<file path="src/rtl/systolic_result_drain_if.sv">
// Capture-side and writeback-side signals of the systolic result drain.
// master = array/writeback side, slave = the drain block.
interface systolic_result_drain_if #(
   parameter int N  = 10,
   parameter int DW = 16
);
   logic            start;
   logic            psum_valid;
   logic [N*DW-1:0] psum_in;
   logic            out_valid;
   logic            out_ready;
   logic [N*DW-1:0] out_row;
   logic [3:0]      out_row_idx;
   logic            out_last;
   logic            busy;
   logic            done;

   modport master (
      output start, psum_valid, psum_in, out_ready,
      input  out_valid, out_row, out_row_idx, out_last, busy, done
   );

   modport slave (
      input  start, psum_valid, psum_in, out_ready,
      output out_valid, out_row, out_row_idx, out_last, busy, done
   );
endinterface

</file>
<file path="src/rtl/systolic_result_drain.sv">
// De-skews the bottom-row wavefront into an NxN buffer, then streams rows; out_valid one cycle after the final capture,
// rows hold while out_ready=0. Optional DRAIN_RELU_EN clamps negative output elements to zero.
module systolic_result_drain #(
   parameter int N     = 10,
   parameter int DW    = 16,
   parameter int FIRST = 9
) (
   input  logic                   clk,
   input  logic                   rst_n,
   systolic_result_drain_if.slave bus
);
   localparam int LAST = FIRST + 2*N - 2;
   localparam int CW   = $clog2(LAST + 2);

   typedef enum logic [1:0] {IDLE, CAPTURE, DRAIN} state_t;

   state_t        state, state_nxt;
   logic [CW-1:0] c;
   logic [3:0]    p;
   logic          done_q;
   logic [DW-1:0] mat [N][N];
   logic          cap_en, last_cap, drain, hs, last_hs;

   assign cap_en   = (state == CAPTURE) && bus.psum_valid;
   assign last_cap = cap_en && (c == CW'(LAST));
   assign drain    = (state == DRAIN);
   assign hs       = drain && bus.out_ready;
   assign last_hs  = hs && (p == 4'(N-1));

   always_ff @(posedge clk or negedge rst_n) begin
      if (!rst_n) state <= IDLE;
      else        state <= state_nxt;
   end

   always_comb begin
      state_nxt = state;
      case (state)
         IDLE:    if (bus.start) state_nxt = CAPTURE;
         CAPTURE: if (last_cap)  state_nxt = DRAIN;
         DRAIN:   if (last_hs)   state_nxt = IDLE;
         default: state_nxt = IDLE;
      endcase
   end

   always_ff @(posedge clk or negedge rst_n) begin
      if (!rst_n) begin
         c      <= '0;
         p      <= '0;
         done_q <= 1'b0;
      end else begin
         done_q <= last_hs;
         if (state == IDLE && bus.start) c <= '0;
         else if (cap_en)                c <= c + 1'b1;
         if (!drain)  p <= '0;
         else if (hs) p <= last_hs ? 4'd0 : p + 4'd1;
      end
   end

   // Element (r,j) is on column j when the capture index equals FIRST + r + j.
   always_ff @(posedge clk) begin
      for (int r = 0; r < N; r++)
         for (int j = 0; j < N; j++)
            if (cap_en && c == CW'(FIRST + r + j))
               mat[r][j] <= bus.psum_in[j*DW +: DW];
   end

   always_comb begin
      bus.out_valid   = drain;
      bus.busy        = (state != IDLE);
      bus.done        = done_q;
      bus.out_row_idx = drain ? p : 4'd0;
      bus.out_last    = drain && (p == 4'(N-1));
      bus.out_row     = '0;
      if (drain)
         for (int j = 0; j < N; j++)
`ifdef DRAIN_RELU_EN
            bus.out_row[j*DW +: DW] = mat[p][j][DW-1] ? '0 : mat[p][j];
`else
            bus.out_row[j*DW +: DW] = mat[p][j];
`endif
   end
endmodule

</file>
<file path="src/flat_wrapper.sv">
// flat-port wrapper written by rule: the top's interface ports become plain ports
module systolic_result_drain_flat 
#(
   parameter int N     = 10,
   parameter int DW    = 16,
   parameter int FIRST = 9
)
  (clk, rst_n, bus_start, bus_psum_valid, bus_psum_in, bus_out_ready, bus_out_valid, bus_out_row, bus_out_row_idx, bus_out_last, bus_busy, bus_done);
  systolic_result_drain_if #(.N(N), .DW(DW)) bus_i ();
  input  logic clk;
  input  logic rst_n;
  input wire logic [$bits(bus_i.start)-1:0] bus_start;
  input wire logic [$bits(bus_i.psum_valid)-1:0] bus_psum_valid;
  input wire logic [$bits(bus_i.psum_in)-1:0] bus_psum_in;
  input wire logic [$bits(bus_i.out_ready)-1:0] bus_out_ready;
  output wire logic [$bits(bus_i.out_valid)-1:0] bus_out_valid;
  output wire logic [$bits(bus_i.out_row)-1:0] bus_out_row;
  output wire logic [$bits(bus_i.out_row_idx)-1:0] bus_out_row_idx;
  output wire logic [$bits(bus_i.out_last)-1:0] bus_out_last;
  output wire logic [$bits(bus_i.busy)-1:0] bus_busy;
  output wire logic [$bits(bus_i.done)-1:0] bus_done;
  assign bus_i.start = bus_start;
  assign bus_i.psum_valid = bus_psum_valid;
  assign bus_i.psum_in = bus_psum_in;
  assign bus_i.out_ready = bus_out_ready;
  assign bus_out_valid = bus_i.out_valid;
  assign bus_out_row = bus_i.out_row;
  assign bus_out_row_idx = bus_i.out_row_idx;
  assign bus_out_last = bus_i.out_last;
  assign bus_busy = bus_i.busy;
  assign bus_done = bus_i.done;
  systolic_result_drain #(.N(N), .DW(DW), .FIRST(FIRST)) u_core (.clk(clk), .rst_n(rst_n), .bus(bus_i));
endmodule
</file>
<file path="config.mk">
export PLATFORM = sky130hd
export DESIGN_NAME = systolic_result_drain_flat
export DESIGN_NICKNAME = d
export VERILOG_FILES = /design/src/rtl/systolic_result_drain_if.sv /design/src/rtl/systolic_result_drain.sv /design/src/flat_wrapper.sv
export SDC_FILE = /design/constraint.sdc
export NUM_CORES = 2
export LEC_CHECK = 0
export ABC_AREA = 1
export BUFFER_PORTS_ARGS = -buffer_cell sky130_fd_sc_hd__buf_4
export CELL_PAD_IN_SITES_DETAIL_PLACEMENT = 0
export CELL_PAD_IN_SITES_GLOBAL_PLACEMENT = 2
export CORE_AREA = 5 5 431 433
export CTS_CLUSTER_SIZE = 12
export DETAILED_ROUTE_END_ITERATION = 10
export DIE_AREA = 0 0 436 438
export HOLD_SLACK_MARGIN = 0.15
export PLACE_DENSITY_LB_ADDON = 0.12
export SYNTH_ARGS = -nofsm -noshare
export SYNTH_HDL_FRONTEND = slang
export SYNTH_SLANG_ARGS = --single-unit
</file>
<file path="constraint.sdc">
create_clock -name clk -period 8.75 [get_ports clk]
set_clock_uncertainty 0.05 [all_clocks]
set_input_delay 0.875 -clock clk [delete_from_list [all_inputs] [get_ports clk]]
set_output_delay 0.875 -clock clk [all_outputs]
set_load 0.1 [all_outputs]
</file>
==> impl_metrics.tcl <==
set metrics [dict create \
    outcome "completed" \
    cts_root_buf "clkbuf_16" \
    synth_most_common_cell "nand2_1" \
    grt_max_degree 201 \
    p_per_area_nw_per_um2 212.0 \
    slew_viol_final 0 \
    drt_iter0_markers 2625 \
    yosysUniqueCellTypes 23 \
    ioPinCount 333 \
    tightestPinTransition_ps 1338 \
    fin_setup_tns_ps 0 \
    postPlaceCellArea_um2 71590 \
    gp_congestion 0.7103 \
    hp-class "input pin to flip-flop" \
    io_buffers 332 \
    synthCells 6028 \
    placementRows 157 \
    ant_nets 0 \
    drc 0 \
    nFillCells 17100 \
    die_area_um2 191000 \
    synth_edf_count 1600 \
    final_nets 6475 \
    syn_to_final_growth_pct 15.41 \
    ir_worst_vdd_mv 0.1852 \
    ys_warn_count 0 \
    holdBufCountCts 1 \
    grt-ovfl-total 0 \
    synth-seq-cells 1612 \
    cts.clk_slew.worst_paths_ps 60 \
    drive_above_1_share 0.1022 \
    post_cts_resize_count 0 \
    antenna_found_initial 16 \
    endpoint_kind "output pin" \
    synth_area_um2 66800 \
    yosys-top-cells-area "edfxtp_1 72%, nand2_1 12%, nand3_1 7.3%" \
    worstSetupPathType "flip-flop to output pin" \
    ys_top_cells_by_count "2098 x nand2_1, 1600 x edfxtp_1, 968 x nand3_1, 815 x inv_1, 160 x a21oi_1" \
    wl_per_cell_um 22.16 \
    synth-main-ff-cell "edfxtp_1" \
    first_pass_iters 6 \
    core_um2 181700 \
    path_max_fanout 91 \
    arrival_ps 4580 \
    critPathRequiredTime_ps 7830 \
    vias 42360 \
    grt_pass1_wl_um 286000 \
    start_kind "flip-flop" \
    rsz0062_at_grt "no" \
    synth_nets 6200 \
    cts_max_level 4 \
    hold_violations 0 \
    cts_sinks 1612 \
    yosysTopAreaCellShare 0.7193 \
    syn_area_per_cell_um2 11.08 \
    cts_setup_buffers 0 \
    fmax_mhz 181.7 \
    fp.dieH_um 438 \
    synthArstFlopShare 0.007444 \
    wl_um 195900 \
    ctsLongestPathBuffers 3 \
    cts_tree "built" \
    grt_use_total 0.2023 \
    die_w_um 436 \
    place_hpwl_um 94880 \
    first_global_vias 41190 \
    start_util 0.3676 \
    drv_cap 0 \
    final_cell_area_um2 77090 \
    p_leak_nw 29.92 \
    cts_buffers 182 \
    period_needed_ps 5503 \
    synth_top_area_cell "edfxtp_1" \
    fin_crit_sh 0.6289 \
    clock_latency_ps 790 \
    synth_seq_area_share 0.7238 \
    via_per_inst 4.791 \
    setup_viol_count_final 0 \
    slew_headroom 0.1058 \
]
state kept, by name (all words and copies together), names as in the netlist:
signal and flops:
u_core.p 4, u_core.c 5, u_core.bus.done 1, u_core.mat 1600, u_core.state 2
area by class of cell:
class,instances,area (um2),share of cell area
Antenna cell,11,27.53,0.0003571
Clock buffer,239,4916,0.06377
Clock inverter,87,544.3,0.007061
Inverter,820,3115,0.04042
Multi-Input combinational cell,3279,13960,0.1811
Sequential cell,1612,48360,0.6273
Tap cell,2385,2984,0.03871
Timing Repair Buffer,408,3178,0.04123
per-layer routing:
| layer | GRT usage | wire (um) | up-vias |
|---|---|---|---|
| li1 | - | - | 20500 |
| met2 | 0.3446 | 96150 | 764 |
| met4 | 0.05449 | 4217 | 6 |
| met5 | 0 | 41 | - |
| met1 | 0.2715 | 87970 | 20840 |
| met3 | 0.03016 | 7552 | 252 |
layout by cell type (no fill, tap or decap), types with 11 or more instances in the layout:
master     synthesis  final
nor2_4             0     14
diode_2            0     11
clkbuf_1         114     49
clkinv_2           0     21
clkbuf_16          0    188
buf_4             20    398
a21oi_1          160    160
nand3_1          968    968
nand2_1         2098   2098
inv_1            815    815
nor2_1            24     11
edfxtp_1        1600   1600
clkinv_1           0     54
cells by family after synthesis:
group,count (synthesis),synth area share
adders and majority gates,7,0.001311
buffers and inverters,1137,0.06916
xor gates and xnor gates,3,0.0003934
AOI/OAI and AO/OA,169,0.01272
DFF,1612,0.7238
and+or+nand+nor,3100,0.1926
per-stage QoR:
step	std cells	hold WS (ps)	utilization	worst slack [ps]	total power, mW
4_1_cts	8830	185.0	0.4241	3044	16.56
6_report	8841	272.9	0.4242	3247	16.34
2_1_floorplan	6028	438.7	-	40.99	9.141
3_3_place_gp	8503	482.1	0.3940	3845	9.443
5_1_grt	8835	216.6	0.4241	2880	16.94
3_5_place_dp	8503	484.8	0.3940	3937	9.450
where the power goes:
| part | internal (mW) | switching [mW] |
|---|---|---|
| clock network | 4.09 | 2.98 |
| logic | 0.120 | 0.415 |
| registers | 8.70 | 0.0421 |
worst max-delay path, stage by stage, from the launching register on:
cell	delay, ps
dfrtp_4	660
buf_4	850
buf_4	950
nand2_1	120
nand3_1	120
nand2_1	60
inv_1	50
nand2_1	50
a21oi_1	390
buf_4	380
final timing paths:
path	from	to	slack (ps)	depth (start not counted)
setup / recovery	u_core.p[0]$_DFFE_PN0P_	bus_out_row[153]	3250	9
hold / removal	bus_psum_in[127]	u_core.mat[5][47]$_DFFE_PP_	270	1
setup reg to reg	u_core.p[0]$_DFFE_PN0P_	u_core.p[1]$_DFFE_PN0P_	4640	6
hold reg to reg	u_core.c[2]$_DFFE_PN0P_	u_core.c[2]$_DFFE_PN0P_	500	1
max in group asynchronous	rst_n	u_core.p[0]$_DFFE_PN0P_	7970	2
min in group asynchronous	rst_n	u_core.bus.done$_DFF_PN0_	440	2
Note: power is estimated with default switching activity, not from simulation.
